<file path="config.mk">
export PLATFORM = sky130hd
export DESIGN_NAME = prog_mem
export DESIGN_NICKNAME = d
export VERILOG_FILES = /design/src/rtl/prog_mem.sv
export SDC_FILE = /design/constraint.sdc
export NUM_CORES = 1
export LEC_CHECK = 0
export BUFFER_PORTS_ARGS = -buffer_cell sky130_fd_sc_hd__buf_4
export CELL_PAD_IN_SITES_DETAIL_PLACEMENT = 0
export CELL_PAD_IN_SITES_GLOBAL_PLACEMENT = 1
export CORE_MARGIN = 2
export CORE_UTILIZATION = 30
export DETAILED_ROUTE_END_ITERATION = 10
export GPL_TIMING_DRIVEN = 0
export HOLD_SLACK_MARGIN = 0.15
export PLACE_DENSITY_LB_ADDON = 0.25
export SYNTH_ARGS = -nofsm -noshare
export SYNTH_HDL_FRONTEND = slang
export SYNTH_SLANG_ARGS = --single-unit
</file>
<file path="constraint.sdc">
create_clock -name clk -period 2.1 [get_ports clk]
set_input_delay 0.525 -clock clk [delete_from_list [all_inputs] [get_ports clk]]
set_output_delay 0.525 -clock clk [all_outputs]
set_load 0.02 [all_outputs]
</file>
<file path="src/rtl/prog_mem.sv">
// Program memory: default image on reset, reloadable word-by-word; optional CHK via PROG_MEM_CHECKSUM_EN.
// Latency: fetch is combinational; init takes DEPTH cycles; LD_DONE follows the last accepted word by one cycle.
// Backpressure: ld_ready is high only in LOAD; words offered outside LOAD or with ld_start are dropped.
module prog_mem #(
    parameter int DATA_W = 8,
    parameter int ADDR_W = 4
) (
    input  logic              clk,
    input  logic              clr_n,
    input  logic [ADDR_W-1:0] addr,
    output logic [DATA_W-1:0] data,
    input  logic              ld_start,
    input  logic              ld_valid,
    input  logic [DATA_W-1:0] ld_data,
    output logic              ld_ready,
    output logic              ld_done,
    output logic              busy
`ifdef PROG_MEM_CHECKSUM_EN
    ,
    output logic [DATA_W-1:0] chk
`endif
);

    localparam int DEPTH = 2 ** ADDR_W;
    localparam logic [ADDR_W-1:0] LAST = ADDR_W'(DEPTH - 1);

    typedef enum logic [1:0] {INIT, IDLE, LOAD} state_t;

    state_t            state;
    logic [ADDR_W-1:0] ptr;
    logic [DATA_W-1:0] mem [DEPTH];
    logic              ld_acc;
    logic              wr_en;
    logic [DATA_W-1:0] wr_dat;

    function automatic logic [DATA_W-1:0] default_word(input logic [ADDR_W-1:0] a);
        int unsigned idx;
        logic [7:0]  w;
        idx = 32'(a);
        case (idx)
            0:       w = 8'hB3;
            1:       w = 8'hB6;
            2:       w = 8'hBC;
            3:       w = 8'hB8;
            4:       w = 8'hB8;
            5:       w = 8'hBC;
            6:       w = 8'hB6;
            7:       w = 8'hB3;
            8:       w = 8'hB1;
            9:       w = 8'hF0;
            default: w = 8'h00;
        endcase
        return DATA_W'(w);
    endfunction

    // A word offered together with ld_start belongs to the abandoned load.
    always_comb begin
        ld_acc = (state == LOAD) && ld_valid && !ld_start;
        wr_en  = (state == INIT) || ld_acc;
        wr_dat = (state == INIT) ? default_word(ptr) : ld_data;
    end

    always_ff @(posedge clk) begin
        if (wr_en) begin
            mem[ptr] <= wr_dat;
        end
    end

    assign data = busy ? '0 : mem[addr];

    always_ff @(posedge clk or negedge clr_n) begin
        if (!clr_n) begin
            state    <= INIT;
            ptr      <= '0;
            ld_ready <= 1'b0;
            ld_done  <= 1'b0;
            busy     <= 1'b1;
        end else begin
            ld_done <= 1'b0;
            case (state)
                INIT: begin
                    ptr <= ptr + ADDR_W'(1);
                    if (ptr == LAST) begin
                        state <= IDLE;
                        ptr   <= '0;
                        busy  <= 1'b0;
                    end
                end
                IDLE: begin
                    if (ld_start) begin
                        state    <= LOAD;
                        ptr      <= '0;
                        ld_ready <= 1'b1;
                        busy     <= 1'b1;
                    end
                end
                LOAD: begin
                    if (ld_start) begin
                        ptr <= '0;
                    end else if (ld_valid) begin
                        ptr <= ptr + ADDR_W'(1);
                        if (ptr == LAST) begin
                            state    <= IDLE;
                            ptr      <= '0;
                            ld_ready <= 1'b0;
                            busy     <= 1'b0;
                            ld_done  <= 1'b1;
                        end
                    end
                end
                default: begin
                    state    <= INIT;
                    ptr      <= '0;
                    ld_ready <= 1'b0;
                    busy     <= 1'b1;
                end
            endcase
        end
    end

`ifdef PROG_MEM_CHECKSUM_EN
    always_ff @(posedge clk or negedge clr_n) begin
        if (!clr_n) begin
            chk <= '0;
        end else if (ld_start && (state != INIT)) begin
            chk <= '0;
        end else if (ld_acc) begin
            chk <= chk + ld_data;
        end
    end
`endif

endmodule
</file>
==> results by group <==
Die
  – IO Pins: 27
  – Starting Density: between 30 and 40%
  – FP Rows: 50
  – Die area: 20300 um2
  – Die H: 142 um
  – DIE WIDTH: 142 um
  – Core area: 18800 um2

Synth
  – Library cells used by synthesis: 42
  – Sequential fraction of the synthesis area: 70.7%
  – Synth Register Bits: ~140
  – Syn Area/Cell: 16.3 um2
  – Syn nets: roughly 380
  – Ys flop type: edfxtp_1
  – Ys async rst share: under 10%
  – Number of synthesized flops with an enable pin: 128
  – Synthesized instance count: 354
  – Synth Cell Area: 5750 um2
  – Synth warnings: 0

GRT
  – Initial antenna violation count: 0
  – Number of global-route vias before repair: between 3000 and 4000
  – Overflow after GRT: 0
  – Largest net degree at the start of global routing: 17
  – GRT Resource Usage Total: 14.4%
  – First-pass GRT wire length: 20.6 mm

Final layout
  – Fin util: between 30% and 40%
  – NumNets Final: 434
  – Share of layout cells above drive strength 1: 34.9%
  – Synth-to-layout area growth: 29.6%
  – Final Non-Filler Cells: ~660
  – # diodes: 0

CTS
  – H-tree depth: 4
  – Max Root-Sink Buffers: 2
  – Clk sinks: approximately 140
  – CTS tree: done
  – Reg clk slew, reported paths: 0.05 ns
  – Clk Latency, worst-skew pair: 0.42 ns
  – Inserted Clock Buffers: 17
  – Root Driver: clkbuf_16

Min path
  – Class of the worst hold path: in -> reg

Placement
  – Placed Cells incl. Taps: approximately 610
  – I/O Buffers: 25
  – Gpl congestion: 0.794
  – Detail Placement HPWL: 8.89 mm

Power and ir drop
  – Pleak: 2.66 nW
  – Power Total: 9.85 mW
  – PwrDens: about 1300 nW/um2
  – Clk network pwr share: 29.2%
  – Pint: 6.78 mW
  – Reg power frac: 43.2%
  – VDD IR max: 0.682 mV
  – P_sw: 3.07 mW
  – Net Sw Frac: 31.2%
  – Combinational share of power: 27.6%

Critical path
  – Max FO, Critical Path: 4
  – Startpoint types: input port
  – Crit path kind: in -> out
  – Critical Path Sink Type: primary output
  – Critical Path RT: 1.57 ns
  – WP data arrival: roughly 1.8 ns

Outcome
  – Violated checks: setup timing
  – Status: finished with violations

Timing
  – Max Freq: 438 MHz
  – RSZ-0062 raised after global routing: true
  – Final Worst Setup Slack: -0.184 ns
  – Hold Fails Final Rpt: 0
  – Crit share post-route: 109%
  – Actual slew at the worst max-slew pin: approximately 0.58 ns
  – Final Critical Period: 2.28 ns
  – Final Skew: 0.00726 ns
  – Max-slew violations: 0
  – Normalized max-slew margin: 61.0%
  – Final setup viols: 8

Detailed routing
  – WL/cell: between 20 and 25 um
  – Starting DRC count in detailed routing: 259
  – DR DRC count: 0
  – Final antenna-violating net count: 0
  – Post-Route WL: 13.9 mm
  – DRT Pass-1 Iters: 4
  – Via count: 3297
  – Vias per inst: 5.01

Job
  – Max Cap Violations: 0
cells in the mapped netlist, types with 4 or more instances:
cell        n  share of area (%)
dfrtp_1     8                3.5
buf_2       7               0.61
inv_1       9               0.59
edfxtp_1  128                 67
o31ai_1     5               0.65
nor2_1     19                1.2
o21ai_0     5               0.43
nand3_1    12                1.0
nand2_1    24                1.6
mux4_2      6                2.3
a22oi_1    19                2.5
a21oi_1     4               0.35
o21ai_1     5               0.43
nor3_1      4               0.35
o21a_1      4               0.52
nor2b_1     5               0.54
ha_1        6                1.3
mux2i_1    48                8.4
worst max-delay path, cell delays in order:
cell and delay [ns]:
bufbuf_16 0.24, mux4_2 0.50, nand2b_4 0.18, nand3_4 0.10, o21ai_2 0.07, buf_6 0.14
sequential cells by signal (all words and copies together), names as in the netlist:
signal    cells
state         2
mem         128
ld_done       1
busy          1
ld_ready      1
ptr           4
per-stage QoR:
step / hold slack [ns] / setup TNS, ns / instance area [um2] / setup slack, ns
final: 0.392 / -1.04 / 7450 / -0.184
after detailed placement: 0.359 / -40.86 / 6300 / -0.597
after CTS: 0.379 / -1.66 / 7210 / -0.228
after global routing: 0.393 / -2.34 / 7450 / -0.233
after floorplan: 0.229 / -0.00710 / 5790 / -0.00710
after global placement: 0.357 / -64.65 / 6270 / -0.774
cells by family after synthesis:
logic type,synth area share [%]
AO/OA/AOI/OAI,6.94
adder cells (fa/ha/maj),1.30
buffers and inverters,2.96
flip-flops,70.7
multiplexers,12.1
AND/OR/NAND/NOR,5.98
what timing repair did:
item                                    4_1_cts  5_1_grt
setup buffers                                 3        7
hold buffers                                  1        0
pin swaps                                     6       12
hold endpoints to repair                      9        0
gates resized for setup                      63       41
endpoints found under the setup margin      136      200
cloned                                        2        1
cell type report:
| type | count | area (um2) |
|---|---|---|
| Buffer | 15 | 204 |
| Sequential cell | 137 | 4070 |
| Inverter | 9 | 33.8 |
| Tap cell | 234 | 293 |
| Timing Repair Buffer | 40 | 420 |
| Fill cell | 1712 | 11300 |
| Clock inverter | 12 | 133 |
| Clock buffer | 19 | 433 |
| Multi-Input combinational cell | 192 | 1870 |
layout by cell type, fill, tap and decap left out, types with 4 or more instances in the layout:
cell	instances
a22oi_1	12
nand2_1	21
nand2b_4	4
nand3_2	4
mux2i_1	47
dfrtp_1	8
mux4_2	9
inv_1	9
clkbuf_16	18
o21a_2	4
buf_4	26
a21oi_1	4
buf_12	6
nand3_1	7
nor2_1	5
nor3_4	4
a22oi_2	7
buf_6	11
ha_1	6
o21ai_2	6
nor2_4	13
edfxtp_1	128
clkinv_1	5
per-layer routing:
layer	global-route usage (%)	vias up	wire length (um)
met5	0	-	0
met2	22.5	62	6710
met4	4.48	0	163
met3	3.67	17	505
li1	-	1513	-
met1	19.6	1705	6540
power groups by stage:
stage / sequential [mW] / combinational [mW] / clock (mW)
2_1_floorplan: 4.27 / 1.34 / 0
3_3_place_gp: 4.31 / 2.12 / 0
3_5_place_dp: 4.32 / 2.24 / 0
4_1_cts: 4.26 / 2.48 / 2.92
5_1_grt: 4.30 / 2.95 / 3.05
6_report: 4.26 / 2.72 / 2.88
path summary, 6_finish.rpt:
path,from,to,slack [ns],depth (start not counted)
max,addr[0],data[4],-0.18,6
min,ld_start,state[1],0.39,3
max reg2reg,state[0],mem[0][6],0.08,5
min reg2reg,ld_ready,ld_ready,0.57,2
max in group asynchronous,clr_n,busy,1.42,2
min in group asynchronous,clr_n,ld_done,0.46,2
Power figures use the tool's default switching activity.
